<file path="src/rtl/wb_uart_tx_fifo.sv">
// wb_uart_tx_fifo: Wishbone client UART transmitter; TX FIFO drained by an 8N1 serializer (optional parity).
// Latency: ACK one cycle after request; first start bit on UART_SOUT_o two cycles after the TXDATA ACK.
// Backpressure: none on the bus; a push into a full FIFO is dropped and sets the sticky OVERRUN flag.
//
// Ports:
//   WB_CLK, WB_RST            sole clock, asynchronous active-high reset
//   WBs_ADR/CYC/STB/WE        Wishbone request (byte address, bits [1:0] ignored)
//   WBs_BYTE_STB, WBs_WR_DAT  byte enables and write data
//   WBs_RD_DAT, WBs_ACK       registered read data, single-cycle acknowledge
//   UART_SOUT_o               serial out, idle high
//   UART_Intr_o               level interrupt (TX done / overrun)
// Build option: define WB_UART_TX_PARITY_EN to add CTRL[2]=PAR_EN, CTRL[3]=PAR_ODD and a parity bit.
module wb_uart_tx_fifo #(
  parameter int          ADDRWIDTH          = 10,
  parameter int          FIFO_DEPTH_LOG2    = 4,
  parameter logic [15:0] BAUD_DIV_DEFAULT   = 16'd68,
  parameter logic [31:0] DEFAULT_READ_VALUE = 32'hBAD_FAB_AC
) (
  input  logic                 WB_CLK,
  input  logic                 WB_RST,
  input  logic [ADDRWIDTH-1:0] WBs_ADR,
  input  logic                 WBs_CYC,
  input  logic                 WBs_STB,
  input  logic                 WBs_WE,
  input  logic [3:0]           WBs_BYTE_STB,
  input  logic [31:0]          WBs_WR_DAT,
  output logic [31:0]          WBs_RD_DAT,
  output logic                 WBs_ACK,
  output logic                 UART_SOUT_o,
  output logic                 UART_Intr_o
);

  localparam int DEPTH = 1 << FIFO_DEPTH_LOG2;
  localparam int CW    = FIFO_DEPTH_LOG2 + 1;
`ifdef WB_UART_TX_PARITY_EN
  localparam int CTRL_W = 4;
`else
  localparam int CTRL_W = 2;
`endif

  localparam logic [ADDRWIDTH-3:0] OFF_TX   = 0;
  localparam logic [ADDRWIDTH-3:0] OFF_ST   = 1;
  localparam logic [ADDRWIDTH-3:0] OFF_BAUD = 2;
  localparam logic [ADDRWIDTH-3:0] OFF_CTRL = 3;

  typedef enum logic [2:0] {
    S_IDLE,
    S_START,
    S_DATA,
    S_STOP
`ifdef WB_UART_TX_PARITY_EN
    , S_PARITY
`endif
  } state_t;

  logic                       w_req, w_wr;
  logic [ADDRWIDTH-3:0]       w_off;
  logic                       w_sel_tx, w_sel_st, w_sel_baud, w_sel_ctrl;
  logic                       w_push_req, w_push, w_pop;
  logic                       w_empty, w_full, w_busy;
  logic [31:0]                w_status, w_rd_mux;
  logic                       w_unused_ok;

  logic [7:0]                 r_mem [DEPTH];
  logic [FIFO_DEPTH_LOG2-1:0] r_wptr, r_rptr;
  logic [CW-1:0]              r_count;
  logic [15:0]                r_baud, r_div, r_cnt;
  logic [CTRL_W-1:0]          r_ctrl;
  logic                       r_overrun;
  state_t                     r_state;
  logic [7:0]                 r_shift;
  logic [2:0]                 r_bitidx;
  logic                       r_sout;
`ifdef WB_UART_TX_PARITY_EN
  logic                       r_par_en, r_par_bit;
`endif

  // Masking with ~ACK turns a held request into one transfer every two cycles.
  assign w_req      = WBs_CYC & WBs_STB & ~WBs_ACK;
  assign w_wr       = w_req & WBs_WE;
  assign w_off      = WBs_ADR[ADDRWIDTH-1:2];
  assign w_sel_tx   = (w_off == OFF_TX);
  assign w_sel_st   = (w_off == OFF_ST);
  assign w_sel_baud = (w_off == OFF_BAUD);
  assign w_sel_ctrl = (w_off == OFF_CTRL);

  assign w_empty    = (r_count == '0);
  assign w_full     = (r_count == CW'(DEPTH));
  assign w_busy     = (r_state != S_IDLE);
  // Full is the pre-edge flag: a same-cycle pop does not make room for the push.
  assign w_push_req = w_wr & w_sel_tx & WBs_BYTE_STB[0];
  assign w_push     = w_push_req & ~w_full;
  // Pop from IDLE or on the last STOP cycle, so queued bytes go out without an idle gap.
  assign w_pop      = ~w_empty & ((r_state == S_IDLE) | ((r_state == S_STOP) & (r_cnt == '0)));

  assign UART_SOUT_o = r_sout;
  assign UART_Intr_o = (r_ctrl[0] & w_empty & ~w_busy) | (r_ctrl[1] & r_overrun);
  assign w_unused_ok = &{1'b0, WBs_ADR[1:0], WBs_BYTE_STB[3:2], WBs_WR_DAT[31:16]};

  always_comb begin
    w_status                       = '0;
    w_status[FIFO_DEPTH_LOG2+8:8]  = r_count;
    w_status[3]                    = r_overrun;
    w_status[2]                    = w_busy;
    w_status[1]                    = w_full;
    w_status[0]                    = w_empty;
  end

  always_comb begin
    w_rd_mux = DEFAULT_READ_VALUE;
    if (w_sel_tx)        w_rd_mux = '0;
    else if (w_sel_st)   w_rd_mux = w_status;
    else if (w_sel_baud) w_rd_mux = {16'h0000, r_baud};
    else if (w_sel_ctrl) w_rd_mux = 32'(r_ctrl);
  end

  // Bus side: acknowledge, read capture and register writes share the acknowledging edge.
  always_ff @(posedge WB_CLK or posedge WB_RST) begin
    if (WB_RST) begin
      WBs_ACK    <= 1'b0;
      WBs_RD_DAT <= '0;
      r_baud     <= BAUD_DIV_DEFAULT;
      r_ctrl     <= '0;
      r_overrun  <= 1'b0;
    end else begin
      WBs_ACK <= w_req;
      if (w_req) WBs_RD_DAT <= w_rd_mux;
      if (w_wr & w_sel_baud) begin
        if (WBs_BYTE_STB[0]) r_baud[7:0]  <= WBs_WR_DAT[7:0];
        if (WBs_BYTE_STB[1]) r_baud[15:8] <= WBs_WR_DAT[15:8];
      end
      if (w_wr & w_sel_ctrl & WBs_BYTE_STB[0]) r_ctrl <= WBs_WR_DAT[CTRL_W-1:0];
      if (w_push_req & w_full)
        r_overrun <= 1'b1;
      else if (w_wr & w_sel_st & WBs_BYTE_STB[0] & WBs_WR_DAT[3])
        r_overrun <= 1'b0;
    end
  end

  always_ff @(posedge WB_CLK) begin
    if (w_push) r_mem[r_wptr] <= WBs_WR_DAT[7:0];
  end

  always_ff @(posedge WB_CLK or posedge WB_RST) begin
    if (WB_RST) begin
      r_wptr  <= '0;
      r_rptr  <= '0;
      r_count <= '0;
    end else begin
      if (w_push) r_wptr <= r_wptr + 1'b1;
      if (w_pop)  r_rptr <= r_rptr + 1'b1;
      r_count <= r_count + CW'(w_push) - CW'(w_pop);
    end
  end

  // Serializer. r_sout is the registered image of the current state's bit, so the
  // whole frame appears on the pin one cycle after the state that produces it.
  always_ff @(posedge WB_CLK or posedge WB_RST) begin
    if (WB_RST) begin
      r_state  <= S_IDLE;
      r_sout   <= 1'b1;
      r_shift  <= '0;
      r_bitidx <= '0;
      r_cnt    <= '0;
      r_div    <= '0;
`ifdef WB_UART_TX_PARITY_EN
      r_par_en  <= 1'b0;
      r_par_bit <= 1'b0;
`endif
    end else begin
      case (r_state)
        S_IDLE: r_sout <= 1'b1;
        S_START: begin
          r_sout <= 1'b0;
          if (r_cnt == '0) begin
            r_state  <= S_DATA;
            r_cnt    <= r_div;
            r_bitidx <= '0;
          end else r_cnt <= r_cnt - 16'd1;
        end
        S_DATA: begin
          r_sout <= r_shift[0];
          if (r_cnt == '0) begin
            r_cnt    <= r_div;
            r_shift  <= {1'b0, r_shift[7:1]};
            r_bitidx <= r_bitidx + 3'd1;
            if (r_bitidx == 3'd7)
`ifdef WB_UART_TX_PARITY_EN
              r_state <= r_par_en ? S_PARITY : S_STOP;
`else
              r_state <= S_STOP;
`endif
          end else r_cnt <= r_cnt - 16'd1;
        end
`ifdef WB_UART_TX_PARITY_EN
        S_PARITY: begin
          r_sout <= r_par_bit;
          if (r_cnt == '0) begin
            r_state <= S_STOP;
            r_cnt   <= r_div;
          end else r_cnt <= r_cnt - 16'd1;
        end
`endif
        S_STOP: begin
          r_sout <= 1'b1;
          if (r_cnt == '0) r_state <= S_IDLE;
          else             r_cnt   <= r_cnt - 16'd1;
        end
        default: r_state <= S_IDLE;
      endcase
      // Frame start: divider and parity mode are frozen for the whole frame.
      if (w_pop) begin
        r_state <= S_START;
        r_shift <= r_mem[r_rptr];
        r_div   <= r_baud;
        r_cnt   <= r_baud;
`ifdef WB_UART_TX_PARITY_EN
        r_par_en  <= r_ctrl[2];
        r_par_bit <= (^r_mem[r_rptr]) ^ r_ctrl[3];
`endif
      end
    end
  end

endmodule

</file>
<file path="config.mk">
export PLATFORM = sky130hd
export DESIGN_NAME = wb_uart_tx_fifo
export DESIGN_NICKNAME = d
export VERILOG_FILES = /design/src/rtl/wb_uart_tx_fifo.sv
export SDC_FILE = /design/constraint.sdc
export NUM_CORES = 1
export LEC_CHECK = 0
export BUFFER_PORTS_ARGS = -buffer_cell sky130_fd_sc_hd__buf_2
export CAP_MARGIN = 40
export CORE_MARGIN = 4
export CORE_UTILIZATION = 50
export DETAILED_ROUTE_END_ITERATION = 8
export PLACE_DENSITY = 0.69
export SLEW_MARGIN = 20
export SYNTH_ARGS = -nofsm -noshare
export SYNTH_HDL_FRONTEND = slang
export SYNTH_SLANG_ARGS = --single-unit
</file>
<file path="constraint.sdc">
create_clock -name WB_CLK -period 9.25 [get_ports WB_CLK]
set_input_delay 0.4625 -clock WB_CLK [delete_from_list [all_inputs] [get_ports WB_CLK]]
set_output_delay 0.4625 -clock WB_CLK [all_outputs]
set_load 0.05 [all_outputs]
</file>
; Word level (Yosys, flattened, before mapping)
; Memory sizes are Yosys's and may differ from the RTL's.
; Cells that the tools add are included.
[totals]
reg_bits = 112
mem_bits_rw = 128
in_bits = 51
output_inout_bits = 35
mem_count = 1
[classes]
n_addsub = 6
eq_ne = 16
muxes = 24
bitwise = 24
n_reduce_logical = 19
[memory_table]
columns = memory, depth, word_bits, rd, rd_ports_with_merged_regs, wr, line
row1 = r_mem, 16, 8, 1, 0, 1, 64  ; logic [7:0] r_mem [DEPTH];
[ops]
columns = cell, count
row1 = $mux 32, 4
row2 = $mux 16, 3
row3 = $pmux 16 s2, 1
row4 = $mux 8, 3
row5 = $and 1x1->1, 18
row6 = $mux 3, 6
row7 = $eq 8x2->1 const B, 2
row8 = $logic_not 16->1, 1
row9 = $sub 16x1->16 const B, 1
row10 = $ne 3x3->1 const B, 4
row11 = $pmux 3 s4, 1
row12 = $reduce_bool 3->1, 3
row13 = $add 4x1->4 const B, 2
row14 = $eq 8x1->1 const B, 1
row15 = $logic_not 8->1, 1
row16 = $reduce_and 2->1, 4
row17 = $reduce_bool 2->1, 4
row18 = $eq 3x2->1 const B, 2
row19 = $ne 2x2->1 const B, 3
row20 = $pmux 3 s2, 1
row21 = $add 5x1->5, 1
row22 = $eq 5x5->1 const B, 1
row23 = $logic_not 5->1, 1
row24 = $reduce_and 5->1, 1
row25 = other kinds (12), 20

; Logic depth before layout (Yosys ltp)
; Gate-level depths: netlist of run 1.
[depth]
word_depth = 8
mapped_depth = 17

; Least setup slack after synthesis of run 1
; OpenSTA, ideal clock, no wires.
[synth_timing]
path_type = register to register
startpoint = reg r_cnt[7]
endpoint = reg r_count[4]
setup_ns = 0.125
arrival_time_ns = 2.887
slack_ns = 6.238
path_stages_with_launch = 15
period_less_slack_ns = 3.012
cell_sequence = dfrtp_1 or4_4 nor4_2 a21oi_1 buf_2 or3_1 nand2_1 ha_1 inv_1 fa_1 inv_1 a21oi_1 nor2_1 nor2_1 xnor2_1
[synth_via]
elab_chain_len = 5
[synth_rtl]
columns = element, line
row1 = from (decl), 67  ; logic [15:0] r_baud, r_div, r_cnt;
row2 = from (signal assigned), 177  ; r_cnt <= r_div;
row3 = from (signal assigned), 179  ; end else r_cnt <= r_cnt - 16'd1;
row4 = from (signal assigned), 184  ; r_cnt <= r_div;
row5 = $logic_not 16->1, 94  ; assign w_pop = ~w_empty & ((r_state == S_IDLE) | ((r_state == S_STOP) & (r_cnt == '0)));
row6 = $and 1x1->1, 94
row7 = $or 1x1->1, 94
row8 = $and 1x1->1, 94
row9 = $sub 5x1->5, 152  ; r_count <= r_count + CW'(w_push) - CW'(w_pop);
row10 = to (signal assigned), 152
row11 = to (decl), 66  ; logic [CW-1:0] r_count;
; No other way between the ends.
; A chain may end at the register's enable or synchronous reset.

; Worst setup path after layout of run 1
[layout_timing]
startpoint = reg r_cnt[0]
endpoint = reg r_count[4]
; The elaborated chain is that of the path after synthesis.

==> impl_metrics.csv, run 1 <==
group,metric,value,unit
run_status,status,"finished clean",
placement,globalplace.congestion,0.893,
clocking,cts_setup_buffers,0,
worst_hold_path,hold_class,"primary input to flip-flop",
clocking,cts_tree,"done",
timing,fin_skew,0.00742,ns
critical_path,cp-start-kind,"flip-flop",
die,fp.coreArea,19700,um2
critical_path,arrival,4.10,ns
synthesis,synth_top_area_share,38.2,%
die,initial_core_util,51.2,%
finish,fillers,1568,
synthesis,synthArstFlopShare,42.9,%
worst_hold_path,min_from,"WBs_WR_DAT[9]",
detailed_routing,routed_wirelength,22.5,mm
global_route,antenna_found_initial,0,
finish,seq_area,6250,um2
global_route,grt_pass1_wl,36.3,mm
clocking,clk_pin_slew,0.06,ns
pwr,power_frac_clock,29.1,%
finish,layout.cells.most_common,"edfxtp_1",
job,drv_cap,0,
synthesis,synthCells,713,
critical_path,critPathLaunch,"r_cnt[0]$_DFFE_PP0P_",
clocking,clock_latency,0.52,ns
pwr,total_power,3.31,mW
global_route,grt_use_total,20.7,%
synthesis,synth_area,10100,um2
worst_hold_path,whs_path_depth,2,
pwr,switching_share,33.8,%
timing,period_share,39.9,%
timing,setup_violations,0,
pwr,irDropWorstVdd,0.220,mV
clocking,cts_root_buffer,"clkbuf_16",
timing,finalSetupTns,0,ns
timing,rsz0062_at_grt,"false",
synthesis,synth_seq_cells,224,
synthesis,synth-main-ff-cell,"edfxtp_1",
clocking,ctsLongestPathBuffers,3,
detailed_routing,ant_nets,0,
clocking,hold_buffers,1,
critical_path,reg2reg_depth,17,
pwr,combPwrFrac,32.7,%
critical_path,crit_top_cell,"inv_1",
critical_path,cp_slowest_cell,"or3b_2",
finish,area_delta_synth_final,13.2,%
critical_path,cp_max_fo,29,
timing,min_period,3.69,ns
detailed_routing,first_pass_iters,5,
clocking,cts_buffers,25,
synthesis,netlist.top_cell.by_area,"edfxtp_1",
pwr,intPower,2.19,mW
timing,slew_headroom,44.0,%
finish,drive_gt1_share,26.6,%
synthesis,yosysUniqueCellTypes,69,
finish,final_cell_mix,"edfxtp_1, dfrtp_1, nand2_1",
detailed_routing,drc_errors,0,
global_route,grt_overflow,0,
synthesis,synth_area_leaders,"edfxtp_1, dfrtp_1, mux4_2",
pwr,powerDensity,290,nW/um2
clocking,htreeDepth,1,
synthesis,yosys_warnings,0,
synthesis,synth_edf_count,128,
global_route,grt_pass1_vias,6409,
detailed_routing,routedWlPerCell,21.4,um
die,die_x,150,um
finish,fin_nets,839,
synthesis,yosysSeqAreaShare,62.1,%
die,ios,86,
clocking,cts-resized-gates,0,
critical_path,cp-end-kind,"flip-flop",
synthesis,avgSynthCellArea,14.1,um2
pwr,seqPwrFrac,38.2,%
placement,dp_hpwl,15.1,mm
die,die_area,22500,um2
finish,multiInputGateArea,3470,um2
placement,port_buffers,61,
die,rows,51,
critical_path,slowest_delay,0.51,ns
timing,drv_slew,0,
global_route,grt_max_degree,41,
pwr,p_leak,4.50,nW
clocking,cts.sinks,224,
critical_path,r2r-start,"r_cnt[0]$_DFFE_PP0P_",
timing,finalHoldViolCount,0,
pwr,p_switching,1.12,mW
timing,tightest_slew,0.834,ns
die,die_y,150,um
finish,antenna_cells,0,
detailed_routing,route.vias.total,6182,
detailed_routing,vias_per_cell,5.88,
critical_path,setup.worst_path.class,"flip-flop to flip-flop",
detailed_routing,drt-initial-drc-count,567,
critical_path,critPathRequiredTime,9.66,ns
critical_path,path_cells,"inv_1 -> ha_1 -> or3b_2 -> nor4_2 -> buf_4 -> a21oi_2 -> buf_4 -> or3_1 -> nand2_1 -> ha_1 -> inv_1 -> fa_1 -> inv_1 -> a21oi_1 -> nor2_1 -> nor2_1 -> xnor2_1",
timing,fmax,271,MHz
## cells by family (layout without fill, tap and decap cells)
family          after synthesis  in the layout  share of synthesized area [%]
xor+xnor                     12             12                           1.04
compound gates              112            112                           7.38
simple gates                188            188                           9.74
flops                       224            224                           62.1
fa+ha+maj                    20             20                           2.56
mux                          82             82                           13.5
buf+inv                      74            145                           3.64
other cells                   1              4                         0.0372
## per-stage QoR
step	util [%]	cells	setup WS [ns]	area, um2	hold WS, ns
after floorplan	-	716	6.24	10100	0.443
after global placement	53.5	999	5.70	10500	0.421
after detailed placement	53.7	1002	5.58	10600	0.426
after CTS	57.9	1049	5.58	11400	0.163
after global routing	58.0	1052	5.32	11400	0.162
final	58.0	1052	5.56	11400	0.173
## routing by layer
| layer | vias up | global-route usage (%) | routed length (um) |
|---|---|---|---|
| met3 | 32 | 3.21 | 1020 |
| met1 | 3184 | 29.9 | 9970 |
| met2 | 164 | 33.4 | 11200 |
| met4 | 0 | 5.03 | 382 |
| li1 | 2802 | - | - |
| met5 | - | 0 | 0 |
## power by group through the flow
| stage | clock [mW] | combinational (mW) | sequential [mW] |
|---|---|---|---|
| 2_1_floorplan | 0 | 0.828 | 1.27 |
| 3_5_place_dp | 0 | 1.08 | 1.28 |
| 6_report | 0.963 | 1.08 | 1.26 |
| 4_1_cts | 0.975 | 1.09 | 1.26 |
| 3_3_place_gp | 0 | 1.05 | 1.27 |
| 5_1_grt | 1.03 | 1.19 | 1.28 |
## critical path, delay by kind of cell, from the launching register on
family	cells	cell delay (ns)
fa+ha+maj	3	0.84
buf+inv	5	0.75
compound gates	2	0.13
simple gates	6	1.32
flops	1	0.41
xor+xnor	1	0.11
## worst paths after layout
path,to,slack (ns)
min in group asynchronous,r_wptr[1]$_DFFE_PP0N_,0.43
max in group asynchronous,UART_SOUT_o$_DFFE_PP1P_,7.71
min,r_baud[9]$_DFFE_PP0P_,0.17
max reg2reg,r_count[4]$_DFF_PP0_,5.56
max,r_count[4]$_DFF_PP0_,5.56
min reg2reg,WBs_RD_DAT[14]$_DFFE_PP0N_,0.47
## cell usage after synthesis (4+ instances only)
library cell	instances
mux2i_1	7
nor3b_1	5
o22ai_1	7
a2bb2oi_1	4
ha_1	19
mux2_2	30
nor3_1	22
clkbuf_1	25
nand2_1	68
nor2_1	22
nand3_1	11
mux2_4	8
buf_2	8
a31oi_1	18
edfxtp_1	128
o211ai_1	4
xnor2_1	10
nor4_1	4
dfrtp_1	93
o2bb2ai_1	5
a21oi_1	20
inv_1	21
mux4_2	37
a221oi_1	7
and3_1	6
o21ai_0	23
and2_1	15
buf_4	15
## final cells by class
cell class | instances | share of cell area (%)
Inverter | 23 | 0.780
Tap cell | 265 | 2.91
Clock buffer | 37 | 6.32
Multi-Input combinational cell | 418 | 30.5
Timing Repair Buffer | 76 | 3.86
Clock inverter | 9 | 0.791
Sequential cell | 224 | 54.9
## state kept, by name, summed over array words and instances, names as in the netlist, 2 cells and up
| register | cells |
|---|---|
| r_div | 16 |
| r_bitidx | 3 |
| r_shift | 8 |
| r_baud | 16 |
| r_count | 5 |
| r_cnt | 16 |
| r_rptr | 4 |
| r_wptr | 4 |
| r_ctrl | 2 |
| r_mem | 128 |
| r_state | 2 |
| WBs_RD_DAT | 17 |
No activity file was read; power rests on OpenSTA's default activity.
==> run 2, diff against run 1 <==
- ABC_AREA: unset -> 1
- clock period: 9.25 -> 3.5 ns (I/O delays scaled with it)
==> run 2 against run 1 <==
  * Combinational power increased by 58%
  * Via count up 23%
  * First-iteration DRC count fell by 1.9%
  * Sequential cell count unchanged
  * Cell area rose by 3.9%
  * Core utilization rose by 0.18 points
  * Global-route usage shrank 0.90 points
  * Sequential share of layout area shrank 2.1 points
  * Critical path depth down 4
  * Final cell count is 35% higher
  * Largest cell class unchanged
==> impl_metrics.csv, run 2 <==
group,metric,value,unit
run_status,status,"finished clean",
synthesis,synth-main-ff-cell,"edfxtp_1",
placement,place_ws,0.705,ns
synthesis,synth_area_leaders,"edfxtp_1, dfrtp_1, nand2_1",
synthesis,synth_edf_count,128,
timing,period_share,84.3,%
timing,rsz0062_at_grt,"false",
timing,fin_skew,0.0110,ns
die,rows,52,
global_route,antenna_found_initial,0,
detailed_routing,routedWlPerCell,16.5,um
global_route,grt_util_met2,31.9,%
synthesis,synth_top_area_share,37.0,%
clocking,htreeDepth,1,
die,die_area,23200,um2
global_route,grt_use_total,19.8,%
timing,finalHoldViolCount,0,
timing,setup_slack,0.549,ns
critical_path,slowest_delay,0.63,ns
die,die_y,152,um
detailed_routing,drc_errors,0,
synthesis,synth_adder_area_share,2.48,%
global_route,use_met1,28.0,%
finish,reg_top3,"r_mem x128, WBs_RD_DAT x17",
global_route,grt_max_degree,67,
finish,antenna_cells,0,
synthesis,synthTopCellsByCount,"nand2_1, nor2_1, edfxtp_1",
critical_path,cp_slowest_cell,"nor2_1",
finish,largest_register_ffs,128,
pwr,p_leak,5.13,nW
synthesis,yosysSeqAreaShare,60.1,%
finish,fin_nets,1202,
detailed_routing,vias_per_cell,5.34,
timing,fin_hold_ws,0.0628,ns
global_route,grt_overflow,0,
synthesis,synth_area,10400,um2
timing,min_period,2.95,ns
detailed_routing,first_pass_iters,5,
clocking,cts-resized-gates,0,
clocking,cts_root_buffer,"clkbuf_16",
pwr,irDropWorstVdd,0.501,mV
critical_path,critPathRequiredTime,3.65,ns
synthesis,synth-compound-area-share,8.90,%
clocking,cts_setup_buffers,0,
die,die_x,152,um
finish,largest_register,"r_mem",
synthesis,synthArstFlopShare,42.9,%
global_route,grt_pass1_vias,7296,
critical_path,arrival,3.10,ns
finish,area_delta_synth_final,14.0,%
die,ios,86,
critical_path,cp-end-kind,"flip-flop",
critical_path,cp-start-kind,"primary input",
die,initial_core_util,51.0,%
synthesis,avgSynthCellArea,9.74,um2
detailed_routing,route.vias.total,7589,
die,fp.coreArea,20400,um2
synthesis,synthCells,1067,
detailed_routing,ant_nets,0,
job,drv_cap,0,
timing,tightest_slew,0.768,ns
worst_hold_path,hold_class,"primary input to flip-flop",
detailed_routing,routed_wirelength,23.4,mm
synthesis,synthMuxAreaShare,0.542,%
global_route,grt_pass1_wl,37.6,mm
finish,fillers,1720,
timing,drv_slew,0,
finish,final_cell_mix,"nand2_1, nor2_1, edfxtp_1",
clocking,cts_tree,"done",
clocking,ctsLongestPathBuffers,3,
detailed_routing,drt-initial-drc-count,556,
timing,fmax,339,MHz
synthesis,synth_xor_area_share,1.01,%
clocking,cts.sinks,224,
placement,dp_hpwl,15.2,mm
synthesis,netlist.top_cell.by_area,"edfxtp_1",
synthesis,synth_seq_cells,224,
critical_path,cp_max_fo,9,
synthesis,synth_top_family_by_area,"simple AND/OR/NAND/NOR gates",
placement,port_buffers,61,
timing,finalSetupTns,0,ns
global_route,busiest_layer,"met2",
synthesis,yosys_warnings,0,
finish,layout.cells.most_common,"nand2_1",
timing,setup_violations,0,
critical_path,setup.worst_path.class,"primary input to flip-flop",
synthesis,synth.most_common_cell,"nand2_1",
clocking,cts_buffers,25,
global_route,grt_use_met3,3.12,%
timing,slew_headroom,48.6,%
synthesis,yosysUniqueCellTypes,42,
finish,finish.instance_area,11800,um2
placement,placed_cell_area,10800,um2
critical_path,path_cells,"dlygate4sd3_1 -> buf_2 -> nand2_1 -> dlygate4sd3_1 -> nor2_4 -> nand2_1 -> inv_2 -> nand2_1 -> nor2_1 -> nand2_1 -> inv_2 -> nand2_1 -> nor2_1",
clocking,clock_latency,0.53,ns
placement,globalplace.congestion,0.910,
pwr,powerDensity,629,nW/um2
synthesis,synthSimpleGateAreaFrac,20.7,%
clocking,clk_pin_slew,0.06,ns
critical_path,crit_top_cell,"nand2_1",
finish,drive_gt1_share,14.1,%
## run 2: cell count changes after synthesis, moves of 15 or more
cell / change
mux2_2: -25
o21ai_0: +78
nor3_1: -20
inv_1: +50
nand3_1: +76
a31oi_1: -18
nor2_1: +163
and2_1: -15
mux4_2: -37
nand2_1: +129
## run 2: final cells by class
cell class / count / area (um2) / area share [%]
multi-input combinational: 710 / 3520 / 29.7
clock inverter: 11 / 124 / 1.05
sequential: 224 / 6250 / 52.8
timing repair buffer: 89 / 578 / 4.88
inverter: 81 / 307 / 2.59
tap: 270 / 338 / 2.85
clock buffer: 35 / 726 / 6.13
## run 2: metal layers
| layer | part of all wire (%) | wire [um] |
|---|---|---|
| met1 | 45 | 10500 |
| met4 | 2.3 | 533 |
| met3 | 4.8 | 1120 |
| met5 | 0 | 0 |
| met2 | 48 | 11300 |
## run 2: kinds of logic after synthesis
group / Yosys count
xor+xnor: 12
simple gates: 504
buf+inv: 136
mux: 5
other cells: 1
compound gates: 165
fa+ha+maj: 20
flops: 224
## run 2: final timing paths
path	start	endpoint	slack, ns	cells past startpoint
setup / recovery	WBs_STB	r_mem[5][2]$_DFFE_PP_	0.55	13
hold / removal	WBs_WR_DAT[1]	r_mem[9][1]$_DFFE_PP_	0.06	1
setup reg to reg	r_cnt[0]$_DFFE_PP0P_	r_count[4]$_DFF_PP0_	0.72	16
hold reg to reg	WBs_RD_DAT[10]$_DFFE_PP0N_	WBs_RD_DAT[10]$_DFFE_PP0N_	0.48	2
max in group asynchronous	WB_RST	r_baud[6]$_DFFE_PP1P_	2.52	5
min in group asynchronous	WB_RST	r_cnt[5]$_DFFE_PP0P_	0.08	3
## run 2: through the flow
step	cells	utilization, %	total power [mW]
after floorplan	1070	-	4.42
after global placement	1357	53.1	4.76
final	1420	58.2	7.45
after detailed placement	1357	53.1	4.81
after global routing	1420	58.2	7.83
after CTS	1415	57.8	7.47
## run 2: repair_timing
| item | 4_1_cts | 5_1_grt |
|---|---|---|
| endpoints found under the setup margin | 0 | 0 |
| hold buffers | 12 | 0 |
| hold endpoints to repair | 70 | 0 |
## run 2: where the power goes
| part | internal, mW | total [mW] | switching (mW) |
|---|---|---|---|
| registers | 2.95 | 3.08 | 0.137 |
| logic | 0.556 | 1.71 | 1.15 |
| clock network | 1.60 | 2.65 | 1.05 |
| total | 5.11 | 7.45 | 2.34 |
## run 2: critical path: cells and delay by family
| family | cells | cell delay [ns] |
|---|---|---|
| buffers and inverters | 5 | 1.42 |
| AND/OR/NAND/NOR | 8 | 1.49 |
